## config.mk

```make
export PLATFORM = sky130hd
export DESIGN_NAME = device_event_encoder
export DESIGN_NICKNAME = d
export VERILOG_FILES = /design/src/rtl/device_event_encoder.sv
export SDC_FILE = /design/constraint.sdc
export NUM_CORES = 1
export LEC_CHECK = 0
export CORE_AREA = 2 2 73 75
export CTS_BUF_LIST = sky130_fd_sc_hd__clkbuf_16
export CTS_CLUSTER_DIAMETER = 120
export DETAILED_ROUTE_END_ITERATION = 8
export DIE_AREA = 0 0 75 77
export PLACE_DENSITY = 0.66
export SLEW_MARGIN = 20
export SYNTH_ARGS = -nofsm -noshare
export SYNTH_HDL_FRONTEND = slang
export SYNTH_SLANG_ARGS = --single-unit
```

## constraint.sdc

```tcl
create_clock -name clk -period 4.7 [get_ports clk]
set_input_delay 0.94 -clock clk [delete_from_list [all_inputs] [get_ports clk]]
set_output_delay 0.94 -clock clk [all_outputs]
set_load 0.005 [all_outputs]
```

## src/rtl/device_event_encoder.sv

```systemverilog
// Serialises per-device on/off level changes into one connect/disconnect event per cycle.
// Pending events are granted round-robin; opposite toggles that have not been emitted yet cancel.
module device_event_encoder #(
  parameter int N_DEV = 8,
  parameter int ID_W  = 3
) (
  input  logic             clk,
  input  logic             rst,
  input  logic [N_DEV-1:0] dev_status,
  output logic             change,
  output logic             on_off,
  output logic [ID_W-1:0]  dev_id,
  output logic             busy
);

  logic [N_DEV-1:0] status_q;
  logic [N_DEV-1:0] pend_q;
  logic [N_DEV-1:0] dir_q;
  logic [ID_W-1:0]  ptr_q;
  logic             change_q;
  logic             onOff_q;
  logic [ID_W-1:0]  devId_q;
  logic             busy_q;

  logic [N_DEV-1:0] toggle;
  logic [N_DEV-1:0] grantVec;
  logic [N_DEV-1:0] pend_d;
  logic [N_DEV-1:0] dir_d;
  logic [ID_W-1:0]  ptr_d;
  logic             grantValid;
  logic [ID_W-1:0]  grantIdx;
  logic [ID_W:0]    grantRaw;

  // Scanning downward lets the lowest offset from start win, i.e. the first pending device at or after start.
  function automatic logic [ID_W:0] findGrant(input logic [N_DEV-1:0] pend,
                                             input logic [ID_W-1:0]  start);
    logic [ID_W:0]   result;
    logic [ID_W-1:0] idx;
    result = '0;
    for (int k = N_DEV - 1; k >= 0; k--) begin
      idx = ID_W'((int'(start) + k) % N_DEV);
      if (pend[idx]) begin
        result = {1'b1, idx};
      end
    end
    return result;
  endfunction

  always_comb begin
    toggle     = dev_status ^ status_q;
    grantRaw   = findGrant(pend_q, ptr_q);
    grantValid = grantRaw[ID_W];
    grantIdx   = grantRaw[ID_W-1:0];
    grantVec   = grantValid ? (N_DEV'(1) << grantIdx) : '0;
    pend_d     = (pend_q & ~grantVec) ^ toggle;
    dir_d      = (toggle & dev_status) | (~toggle & dir_q);
    ptr_d      = (grantIdx == ID_W'(N_DEV - 1)) ? '0 : grantIdx + ID_W'(1);
  end

  always_ff @(posedge clk) begin
    if (rst) begin
      status_q <= '0;
      pend_q   <= '0;
      dir_q    <= '0;
      ptr_q    <= '0;
      change_q <= 1'b0;
      onOff_q  <= 1'b0;
      devId_q  <= '0;
      busy_q   <= 1'b0;
    end else begin
      status_q <= dev_status;
      pend_q   <= pend_d;
      dir_q    <= dir_d;
      busy_q   <= |pend_d;
      if (grantValid) begin
        change_q <= 1'b1;
        onOff_q  <= dir_q[grantIdx];
        devId_q  <= grantIdx;
        ptr_q    <= ptr_d;
      end else begin
        change_q <= 1'b0;
        onOff_q  <= 1'b0;
        devId_q  <= '0;
      end
    end
  end

  assign change = change_q;
  assign on_off = onOff_q;
  assign dev_id = devId_q;
  assign busy   = busy_q;

endmodule

```

# Yosys cells after proc, flatten, opt, wreduce, memory -nomap -nowiden
# Cells that the tools add are included.
# op_classes
bitwise_logic	9
order_cmp	9
n_eq_ne	1
reduce_logical	2
shifts	1
n_addsub	8
mux	29
# op_table
cell	n
$lt A3 B4 Y1 const B	9
$mux W4	8
$bmux W1 S3	9
$and A8 B8 Y8	3
$not A8 Y8	2
$xor A8 B8 Y8	2
$add A3 B3 Y3 const B	4
$mux W1	10
$mux W8	1
$or A8 B8 Y8	1
$reduce_or A8 Y1	1
$shl A1 B3 Y8 const A	1
$add A3 B1 Y3 const B	2
$add A3 B2 Y3 const B	2
$eq A3 B3 Y1 const B	1
$mux W3	1
$reduce_or A2 Y1	1
$not A1 Y1	1
# totals
out_inout_bits	6
register_bits	33

# Logic depth before layout (Yosys ltp)
# depth
depth_word	17
mapped_depth	20
mapped_depth_nobuf	18

# Worst setup path after synthesis
# No wires, ideal clock.
# synth_timing
path_type	flip-flop to flip-flop
startpoint	register ptr_q[1]
endpoint	register busy_q, in the netlist busy
t_arrival_ns	3.709
required_ns	4.569
stages_incl_launch_ff	20
path_slack_ns	0.861
setup_time_ns	0.131
path_cell_list	dfxtp_1 clkbuf_1 inv_1 ha_1 buf_6 mux2_2 mux4_2 inv_1 o21ai_1 o311ai_4 inv_4 ha_1 ha_1 inv_1 o21ai_0 xnor2_1 nand3_1 a41oi_1 o211a_1 a21oi_2
# synth_between
elab_chain_cells	17
word_cells_on_any_way	37
classes_between	add/sub (7); shift (1); mux (25); bitwise (3); reduce/logical (1)
# synth_lines
item	line	source
start, declared	19	logic [ID_W-1:0] ptr_q;
start signal, assigned	79	ptr_q <= ptr_d;
$add A3 B3 Y3	41	idx = ID_W'((int'(start) + k) % N_DEV);
$bmux W1 S3	42	if (pend[idx]) begin
$mux W1 (implied by the code)	42	
$mux W4 (7 in series)	42	
$mux W4 *	42	
$shl A1 B3 Y8	54	grantVec = grantValid ? (N_DEV'(1) << grantIdx) : '0;
$mux W8 *	54	
$not A8 Y8 *	55	pend_d = (pend_q & ~grantVec) ^ toggle;
$and A8 B8 Y8 *	55	
$xor A8 B8 Y8 *	55	
$reduce_or A8 Y1 *	74	busy_q <= |pend_d;
end signal, assigned	74	
end, declared	23	logic busy_q;
# Every way passes the cells marked *; elsewhere a longest branch is shown, timed or not. The select of a mux whose other input is x is not followed.
# A chain may end at the register's enable or synchronous reset.

# Worst setup path in the final report
# layout_timing
startpoint	register ptr_q[0]
endpoint	register busy_q, in the netlist busy
# The elaborated chain is that of the path after synthesis.

==> run metrics <==
critical path endpoint category register; fin. max-slew vios 0; critical path arrival 4.15 ns; synthesized area 0.002318 sq mm; Clock Latency Late Sink 0.28 ns; die area 0.005775 sq mm; highest metal used met4; M1 wire length 2.165 mm; CTS tree done; std cell rows 26; CTS sink cnt 33; chip width 75 microns; Max FO, Critical Path 11; total number of vias 1,829; RSZ-0062 raised after global routing no; Synth cell types 50; Post-Place Cell Area 0.002519 sq mm; period utilization 0.8537; Final #Nets 281; # resized after CTS 0; top area cells in the synthesized netlist dfxtp_1, mux4_2, mux2i_1; Avg Cell Area, Syn 9.237 sq um; Setup TNS 0 ns; Ports 16; area growth from synthesis to layout 14.57%; Total GRT Usage 0.1828; fmax 249.2 MHz; gpl congestion 0.8784; # H-tree levels 2; CTS Buffer Depth 2; setup ws final 0.6878 ns; Port Buffers 15; vias in the first global route 1,751; most common cell after layout, fill and taps aside dfxtp_1; Slew headroom 0.5574; Tightest Hold Check Type reg -> reg; Setup crit start kind register; critical setup path kind reg -> reg; share of the synthesized area in the top cell type 0.2849; syn nets 266; Worst Path Required 4.84 ns; Post-DRT Antenna Nets 0; Synth Register Bits 33; Final Instance Area 0.002656 sq mm; layout cell share with drive strength beyond 1 0.1685; Routed WL per cell 14.19 microns; leading area contributor after synthesis dfxtp_1; Starting DRT DRC Count 122; CTS Hold Bufs 0; clk slew on worst S/H paths 0.05 ns; post-synthesis sequential area ratio 0.2849; most frequent cells in the layout dfxtp_1, nor2_1, o21ai_0; worst slew pin tran 0.6630 ns; status complete, no violations; initial antenna violation count 0; drt drc 0; Core ar. 0.004977 sq mm; drt pass-1 iters 4; WL met2 2.405 mm; WL met3 154 microns; first-pass GRT wire length 8.162 mm; diode count 0; final setup fails 0; via density per instance 5.427; hpwl dp 3.528 mm; drt total wl 4.781 mm; Die H 77 microns; pre-CTS WS 0.6982 ns; Num CTS Buffers 5; post-synthesis cell count 251; Syn. warnings 0; Min Clock Period, post-route 4.012 ns; pin count of the biggest net entering global routing 33; Final Hold Vio Count 0; gr ovfl total 0; Max-Cap Viols 0; post-CTS setup buffer count 0; Clock Skews 0.003026 ns; clk root buf clkbuf_16; Initial Util 0.4658
[worst max-delay path, cell delays in order (launching register included)]
cell	delay, ns
dfxtp_1	0.32
inv_1	0.09
ha_1	0.58
mux2_2	0.40
mux4_2	0.51
nand3b_1	0.10
o21ai_0	0.09
o221ai_2	0.23
o211ai_4	0.19
ha_1	0.25
ha_1	0.20
inv_1	0.05
o21ai_0	0.10
xnor2_1	0.20
nand3_1	0.10
a41oi_1	0.21
o211a_1	0.20
a21oi_2	0.05
[per-stage QoR]
stage,instances,hold slack (ns),utilization
final,337,0.4672,0.5337
after global routing,337,0.4875,0.5337
after CTS,337,0.4729,0.5337
after detailed placement,329,0.4654,0.5060
after global placement,329,0.4539,0.5070
after floorplan,251,0.4455,-
[cell usage after synthesis, drive strengths merged]
| library cell | number |
|---|---|
| o41ai | 1 |
| or3 | 2 |
| o21ai | 20 |
| a311oi | 1 |
| a21oi | 19 |
| nand3 | 1 |
| o311ai | 1 |
| o21a | 2 |
| a221oi | 2 |
| and2 | 4 |
| clkbuf | 8 |
| nand2b | 3 |
| nor4 | 2 |
| o22ai | 2 |
| or2 | 1 |
| nor3 | 2 |
| a41oi | 1 |
| nor2 | 23 |
| a211oi | 2 |
| and4 | 1 |
| o22a | 1 |
| o211a | 1 |
| o211ai | 2 |
| mux2i | 16 |
| o221ai | 1 |
| xnor2 | 17 |
| mux4 | 10 |
| nand3b | 1 |
| o2bb2ai | 1 |
| o31ai | 3 |
| o21bai | 1 |
| nand2 | 14 |
| mux2 | 9 |
| inv | 19 |
| a22oi | 3 |
| ha | 5 |
| dfxtp | 33 |
| buf | 5 |
| nor2b | 10 |
| o21ba | 1 |
[path summary, 6_finish.rpt]
kind / startpoint / to / slack [ns] / cells after the start
worst min-delay path: register / register / 0.47 / 2
worst min register to register: register / register / 0.47 / 2
worst max register to register: ptr_q[0]$_SDFFE_PP0P_ / busy$_SDFF_PP0_ / 0.69 / 17
worst max-delay path: ptr_q[0]$_SDFFE_PP0P_ / busy$_SDFF_PP0_ / 0.69 / 17
[layer usage]
| layer | up-vias | global-route usage |
|---|---|---|
| met1 | 864 | 0.2463 |
| li1 | 921 | - |
| met5 | - | 0 |
| met3 | 6 | 0.04336 |
| met2 | 38 | 0.2930 |
| met4 | 0 | 0.04286 |
[cells by family after synthesis]
family | count (synthesis) | synth area share
buffers and inverters | 32 | 0.06638
XOR/XNOR | 17 | 0.06422
AO/OA/AOI/OAI | 65 | 0.2024
flip-flops | 33 | 0.2849
multiplexers | 35 | 0.2099
adder cells (fa/ha/maj) | 5 | 0.02698
AND/OR/NAND/NOR | 64 | 0.1452
[final cells by class]
type,instances,area [sq um]
clock inverter,3,12.51
multi-input combinational,186,1504
inverter,19,76.32
fill,468,2321
sequential,33,660.6
tap,70,87.58
timing repair buffer,21,190.2
clock buffer,5,125.1
Power is left out: the tool's default activity adds up to more than one toggle a clock period on the data nets, which glitch-free logic cannot reach.
